[src/rtl/iobus_timer_pkg.sv]
// iobus_timer_pkg: register offsets, CTRL bit indices, FSM state type
// and the address-decode helper shared by the timer block.
package iobus_timer_pkg;

   localparam logic [4:0] OFF_CTRL     = 5'h00;
   localparam logic [4:0] OFF_LOAD     = 5'h04;
   localparam logic [4:0] OFF_COUNT    = 5'h08;
   localparam logic [4:0] OFF_STATUS   = 5'h0C;
   localparam logic [4:0] OFF_PRESCALE = 5'h10;

   localparam int CTRL_EN = 0;
   localparam int CTRL_AR = 1;
   localparam int CTRL_IE = 2;

   typedef enum logic [1:0] {
      IDLE,
      RUN,
      DONE
   } state_t;

   // Word-granular match: byte lane bits [1:0] never take part.
   function automatic logic addr_hit(
      input logic [31:0] addr,
      input logic [31:0] base,
      input logic [4:0]  off
   );
      logic [31:0] a;
      a = base + {27'd0, off};
      return addr[31:2] == a[31:2];
   endfunction

endpackage

[src/rtl/timer_prescaler.sv]
// timer_prescaler: 16-bit divider; tick is high on the cycle the count
// equals limit while enabled, then the count restarts from 0.
// Ports: clk, rst_n (sync, active low), clr, en, limit[15:0] -> tick.
// Only instantiated when IOBUS_TIMER_PRESCALE_EN is defined.
module timer_prescaler (
   input  logic        clk,
   input  logic        rst_n,
   input  logic        clr,
   input  logic        en,
   input  logic [15:0] limit,
   output logic        tick
);

   logic [15:0] cnt;

   assign tick = en && (cnt == limit);

   always_ff @(posedge clk) begin
      if (!rst_n) begin
         cnt <= '0;
      end else if (clr) begin
         cnt <= '0;
      end else if (en) begin
         cnt <= tick ? 16'd0 : cnt + 16'd1;
      end
   end

endmodule

[src/rtl/iobus_timer.sv]
// iobus_timer: memory-mapped down-counting timer with one-shot or
// auto-reload mode and a level interrupt.
// Ports: CLK, RESET_N (sync, active low), IOBUS_ADDR/OUT/WR (MCU store
// side), IOBUS_IN (registered read data), INTR (PENDING & CTRL.IE).
// Define IOBUS_TIMER_PRESCALE_EN to add the PRESCALE register and the
// timer_prescaler divider; otherwise the counter ticks every RUN cycle.
module iobus_timer
   import iobus_timer_pkg::*;
#(
   parameter logic [31:0] BASE_ADDR = 32'h1100_0200
) (
   input  logic        CLK,
   input  logic        RESET_N,
   input  logic [31:0] IOBUS_ADDR,
   input  logic [31:0] IOBUS_OUT,
   input  logic        IOBUS_WR,
   output logic [31:0] IOBUS_IN,
   output logic        INTR
);

   state_t      state, state_n;
   logic [2:0]  ctrl, ctrl_n;
   logic [31:0] load, count, rd_data, pres_rd;
   logic        pending, tick;
   logic        start, dec, expire, reload;

   logic sel_ctrl, sel_load, sel_count, sel_status, sel_pres;
   logic wr_ctrl, wr_load, wr_count, wr_status;

   assign sel_ctrl   = addr_hit(IOBUS_ADDR, BASE_ADDR, OFF_CTRL);
   assign sel_load   = addr_hit(IOBUS_ADDR, BASE_ADDR, OFF_LOAD);
   assign sel_count  = addr_hit(IOBUS_ADDR, BASE_ADDR, OFF_COUNT);
   assign sel_status = addr_hit(IOBUS_ADDR, BASE_ADDR, OFF_STATUS);
   assign sel_pres   = addr_hit(IOBUS_ADDR, BASE_ADDR, OFF_PRESCALE);

   assign wr_ctrl   = IOBUS_WR & sel_ctrl;
   assign wr_load   = IOBUS_WR & sel_load;
   assign wr_count  = IOBUS_WR & sel_count;
   assign wr_status = IOBUS_WR & sel_status;

`ifdef IOBUS_TIMER_PRESCALE_EN
   logic [15:0] prescale;
   logic        wr_pres;

   assign wr_pres = IOBUS_WR & sel_pres;

   always_ff @(posedge CLK) begin
      if (!RESET_N) begin
         prescale <= '0;
      end else if (wr_pres) begin
         prescale <= IOBUS_OUT[15:0];
      end
   end

   timer_prescaler u_pre (
      .clk   (CLK),
      .rst_n (RESET_N),
      .clr   (start),
      .en    (state == RUN),
      .limit (prescale),
      .tick  (tick)
   );

   assign pres_rd = {16'd0, prescale};
`else
   assign tick    = 1'b1;
   assign pres_rd = '0;
`endif

   // A CTRL write clearing EN pre-empts any tick in the same cycle.
   always_comb begin
      state_n = state;
      start   = 1'b0;
      dec     = 1'b0;
      expire  = 1'b0;
      reload  = 1'b0;
      unique case (state)
         RUN: begin
            if (wr_ctrl && !IOBUS_OUT[CTRL_EN]) begin
               state_n = IDLE;
            end else if (tick) begin
               if (count != '0) begin
                  dec = 1'b1;
               end else begin
                  expire = 1'b1;
                  if (ctrl[CTRL_AR]) reload = 1'b1;
                  else state_n = DONE;
               end
            end
         end
         default: begin
            if (wr_ctrl) begin
               start   = IOBUS_OUT[CTRL_EN];
               state_n = IOBUS_OUT[CTRL_EN] ? RUN : IDLE;
            end
         end
      endcase
   end

   always_comb begin
      ctrl_n = ctrl;
      if (wr_ctrl) ctrl_n = IOBUS_OUT[2:0];
      if (expire && !reload) ctrl_n[CTRL_EN] = 1'b0;
   end

   always_comb begin
      rd_data = '0;
      unique case (1'b1)
         sel_ctrl:   rd_data = {29'd0, ctrl};
         sel_load:   rd_data = load;
         sel_count:  rd_data = count;
         sel_status: rd_data = {31'd0, pending};
         sel_pres:   rd_data = pres_rd;
         default:    rd_data = '0;
      endcase
   end

   always_ff @(posedge CLK) begin
      if (!RESET_N) begin
         state    <= IDLE;
         ctrl     <= '0;
         load     <= '0;
         count    <= '0;
         pending  <= 1'b0;
         IOBUS_IN <= '0;
      end else begin
         state    <= state_n;
         ctrl     <= ctrl_n;
         IOBUS_IN <= rd_data;
         if (wr_load) load <= IOBUS_OUT;
         // A bus write to COUNT beats reload/decrement on a tick edge.
         if (start)         count <= load;
         else if (wr_count) count <= IOBUS_OUT;
         else if (reload)   count <= load;
         else if (dec)      count <= count - 32'd1;
         // Expiry beats a simultaneous W1C so no event is lost.
         if (expire)                        pending <= 1'b1;
         else if (wr_status && IOBUS_OUT[0]) pending <= 1'b0;
      end
   end

   assign INTR = pending & ctrl[CTRL_IE];

endmodule

[config.mk]
export PLATFORM = sky130hd
export DESIGN_NAME = iobus_timer
export DESIGN_NICKNAME = d
export VERILOG_FILES = /design/src/rtl/iobus_timer_pkg.sv /design/src/rtl/timer_prescaler.sv /design/src/rtl/iobus_timer.sv
export SDC_FILE = /design/constraint.sdc
export NUM_CORES = 1
export LEC_CHECK = 0
export CAP_MARGIN = 5
export CELL_PAD_IN_SITES_DETAIL_PLACEMENT = 0
export CELL_PAD_IN_SITES_GLOBAL_PLACEMENT = 1
export CORE_UTILIZATION = 35
export CTS_BUF_LIST = sky130_fd_sc_hd__clkbuf_2 sky130_fd_sc_hd__clkbuf_4 sky130_fd_sc_hd__clkbuf_8
export CTS_CLUSTER_DIAMETER = 100
export DETAILED_ROUTE_END_ITERATION = 8
export PLACE_DENSITY = 0.73
export SLEW_MARGIN = 20
export SYNTH_ARGS = -nofsm -noshare
export SYNTH_HDL_FRONTEND = slang
export SYNTH_SLANG_ARGS = --single-unit
[constraint.sdc]
create_clock -name CLK -period 2.99 [get_ports CLK]
set_input_delay 0.897 -clock CLK [delete_from_list [all_inputs] [get_ports CLK]]
set_output_delay 0.897 -clock CLK [all_outputs]
set_load 0.05 [all_outputs]
==> results.py <==
metrics = {
    "die": {
        "die_y_um": 123,
        "io_pins": 100,
        "start_util_pct": 36.5,
        "fp.dieW_um": 123,
        "rows": 43,
        "design.die.area_mm2": 0.0152,
        "core_mm2": 0.0141,
    },
    "worst_hold_path": {
        "hold_path_class": "reg -> reg",
        "hold_start": "load[15]$_SDFFE_PN0P_",
        "holdPathEnd": "load[15]$_SDFFE_PN0P_",
        "min_path_cells": 2,
    },
    "worst_setup_path": {
        "cp_max_fo": 6,
        "cpMaxStageDelayCell": "clkdlybuf4s50_1",
        "cpPeakStageDelay_ns": 0.42,
        "start_kind": "primary input",
        "worst-path-buf-inv": 3,
        "cp.required_ns": 3.29,
        "reg2reg_slack_ns": 0.18,
        "crit_chain": "clkdlybuf4s50_1, nor4b_2, and4_4, nand3_4, a21oi_4, buf_4, nand2_2, buf_4, a311o_1, a211oi_1",
        "r2r_start": "count[23]$_SDFFE_PN0P_",
        "crit_type": "in -> reg",
        "path_delay_family": "simple AND/OR/NAND/NOR gates",
        "critical_path.most_common_cell": "buf_4",
        "r2r_cells": 9,
        "endpoint_kind": "flop",
        "crit_arrival_ns": 3.19,
        "r2r-end": "count[19]$_SDFFE_PN0P_",
    },
    "flow_run": {
        "drv_cap": 0,
    },
    "timing": {
        "setup_viol": 0,
        "final.period_utilization_pct": 96.6,
        "min_period_ns": 2.89,
        "fin_ws_ns": 0.101,
        "tightest_slew_ns": 0.515,
        "slew_headroom_pct": 65.5,
        "hold_slack_ns": 0.478,
        "skew_ns": 0.00794,
        "finalMaxSlewViolations": 0,
        "fmax_ghz": 0.346,
        "final_hold_viol_count": 0,
        "fin_setup_tns_ns": 0,
    },
    "clocking": {
        "cts_buffers": 9,
        "cts.sinks": 102,
        "clock_latency_ns": 0.39,
        "cts_root_buf": "clkbuf_8",
        "hold_buffers": 0,
        "cts-htree-levels": 3,
        "cts_tree": "done",
        "clk_path_buf_depth": 2,
        "clk_pin_slew_worst_paths_ns": 0.09,
    },
    "routing": {
        "drt_pass1_iterations": 5,
        "drtIter0Drc": 441,
        "route.detailed.drc": 0,
        "routed_wl_um": 17400,
        "wl_per_cell_um": 17.9,
        "ant_nets": 0,
        "avgViaCountPerCell": 5.71,
        "vias": 5546,
    },
    "synthesis": {
        "synth_ff_type": "dfxtp_1",
        "yosysMostFrequentCell": "dfxtp_1",
        "synth_area_mm2": 0.00515,
        "synth.largest_area_cell": "dfxtp_1",
        "ys_async_sr_fraction_pct": 0,
        "synth_seq_cells": 102,
        "synth_top_area_share_pct": 39.6,
        "avgSynthCellArea_um2": 7.89,
        "synth-seq-area-share_pct": 39.6,
        "ys_top_cells_by_area": "dfxtp_1 40%, a21oi_1 7.3%, nand2_1 6.5%",
        "synthCells": 653,
        "syn_nets": 721,
        "synth_edf_count": 0,
        "yosysUniqueCellTypes": 65,
        "synth_warnings": 0,
        "synth.top_cells.by_count": "102 x dfxtp_1, 89 x nand2_1, 75 x a21oi_1, 70 x nor2_1, 41 x clkbuf_1",
    },
    "finish": {
        "n_antenna_cell": 0,
        "final_cell_area_mm2": 0.00714,
        "final_util_pct": 50.7,
        "stdcell_count": 972,
        "area_growth_pct": 38.7,
        "layout.nets": 855,
        "drive_above_1_share_pct": 16.9,
        "fillers": 1384,
    },
    "pwr": {
        "power_frac_comb_pct": 5.8,
        "internal_power_mw": 2.07,
        "power_mw": 2.61,
        "net-switching-power_mw": 0.538,
        "seq_power_share_pct": 52.0,
        "switching_share_pct": 20.6,
        "p_leak_nw": 2.61,
        "p_per_area_mw_per_mm2": 365,
        "max-vdd-ir-drop_mv": 0.292,
        "power_frac_clock_pct": 42.2,
    },
    "placement": {
        "dp.final_hpwl_um": 12200,
        "postPlaceCellArea_mm2": 0.00681,
        "io_buffers": 97,
        "dp_cells": 956,
        "pre_cts_ws_ns": -0.463,
        "gp_congestion": 0.890,
    },
    "grt": {
        "grt_pass1_vias": 5445,
        "grt_start_max_net_pins": 47,
        "grt_overflow_total": 0,
        "grt_usage_pct": 23.8,
        "antenna_found_initial": 0,
        "grt_pass1_wl_um": 28000,
    },
    "status": {
        "status": "finished, final reports clean",
    },
}
==> sequential cells by signal, summed over array words and instances, names as in the netlist <==
name and count:
load 32, count 32, IOBUS_IN 32, state 2
ctrl 3, pending 1
==> worst register-to-register path: stages, from the launching register on <==
cell and delay [ns]:
dfxtp_1 0.37, or4_1 0.62, nor4_4 0.24, nand4_1 0.18, or3_1 0.39, a21oi_2 0.23
buf_4 0.21, buf_4 0.19, a21oi_1 0.06, o221a_1 0.24
==> power groups by stage <==
stage | clock network (mW) | registers (mW) | logic, mW
after floorplan | 0 | 1.39 | 0.0277
after global placement | 0 | 1.39 | 0.142
after detailed placement | 0 | 1.39 | 0.144
after CTS | 1.13 | 1.36 | 0.146
after global routing | 1.19 | 1.36 | 0.159
final | 1.10 | 1.36 | 0.151
==> per-layer routing <==
layer / vias to the layer above / routed length [um] / global-route usage, % / share of wire, %
met1: 2690 / 7960 / 30.8 / 46
met5: - / 0 / 0 / 0
met4: 0 / 170 / 4.74 / 0.98
met3: 13 / 938 / 4.66 / 5.4
li1: 2686 / - / - / -
met2: 157 / 8350 / 41.0 / 48
==> repair_timing <==
item                                    in CTS  in global routing
buffers inserted                             0                  0
resized for setup                            3                 15
pin swaps                                    0                  1
endpoints found under the setup margin      16                 27
==> cell type report <==
| class | count | area (um2) | area share, % |
|---|---|---|---|
| Tap cell | 180 | 225 | 3.15 |
| Timing Repair Buffer | 178 | 1650 | 23.1 |
| Sequential cell | 102 | 2040 | 28.6 |
| Clock inverter | 3 | 90.1 | 1.26 |
| Clock buffer | 13 | 166 | 2.33 |
| Inverter | 14 | 52.6 | 0.736 |
| Multi-Input combinational cell | 482 | 2920 | 40.9 |
==> how the worst max path moves through the flow <==
stage                                  end           start  slack (ns)  cells after the start
detailed placement  count[25]$_SDFFE_PN0P_  IOBUS_ADDR[14]       -0.46                      9
CTS                 count[20]$_SDFFE_PN0P_   IOBUS_ADDR[5]        0.02                     10
global route        count[20]$_SDFFE_PN0P_  IOBUS_ADDR[14]      -0.006                     10
global placement    count[25]$_SDFFE_PN0P_  IOBUS_ADDR[14]       -0.41                      9
finish              count[20]$_SDFFE_PN0P_   IOBUS_ADDR[6]        0.10                     10
floorplan            count[6]$_SDFFE_PN0P_  IOBUS_ADDR[14]        0.03                     10
==> cell usage in the layout, fill, tap and decap left out, drive strengths merged, types with 5 or more instances in the layout <==
cell type      Yosys  final
o211ai             5      5
dfxtp            102    102
clkdlybuf4s50      0     97
o21ai             13     13
inv               14     14
or4                6      6
a22oi             29     29
o221ai             9      9
mux2i              7      7
or3                5      5
o221a              5      5
nand2             90     90
nand4             12     12
a21oi             76     76
nor2              70     70
a211oi             9      9
nand3             11     11
buf               14     81
or2               11     11
and3               6      6
clkbuf            41     13
nor4              20     20
nor3              24     24
a311o              9      9
==> cells by family (layout without fill, tap and decap cells) <==
kind of cell,count (synthesis),in the layout,share of synthesized area (%)
adders and majority gates,1,1,0.243
AOI/OAI and AO/OA,198,198,27.0
muxes,7,7,1.36
and+or+nand+nor,276,276,26.2
DFF,102,102,39.6
buffers and inverters,69,208,5.56
Power figures use the tool's default switching activity.
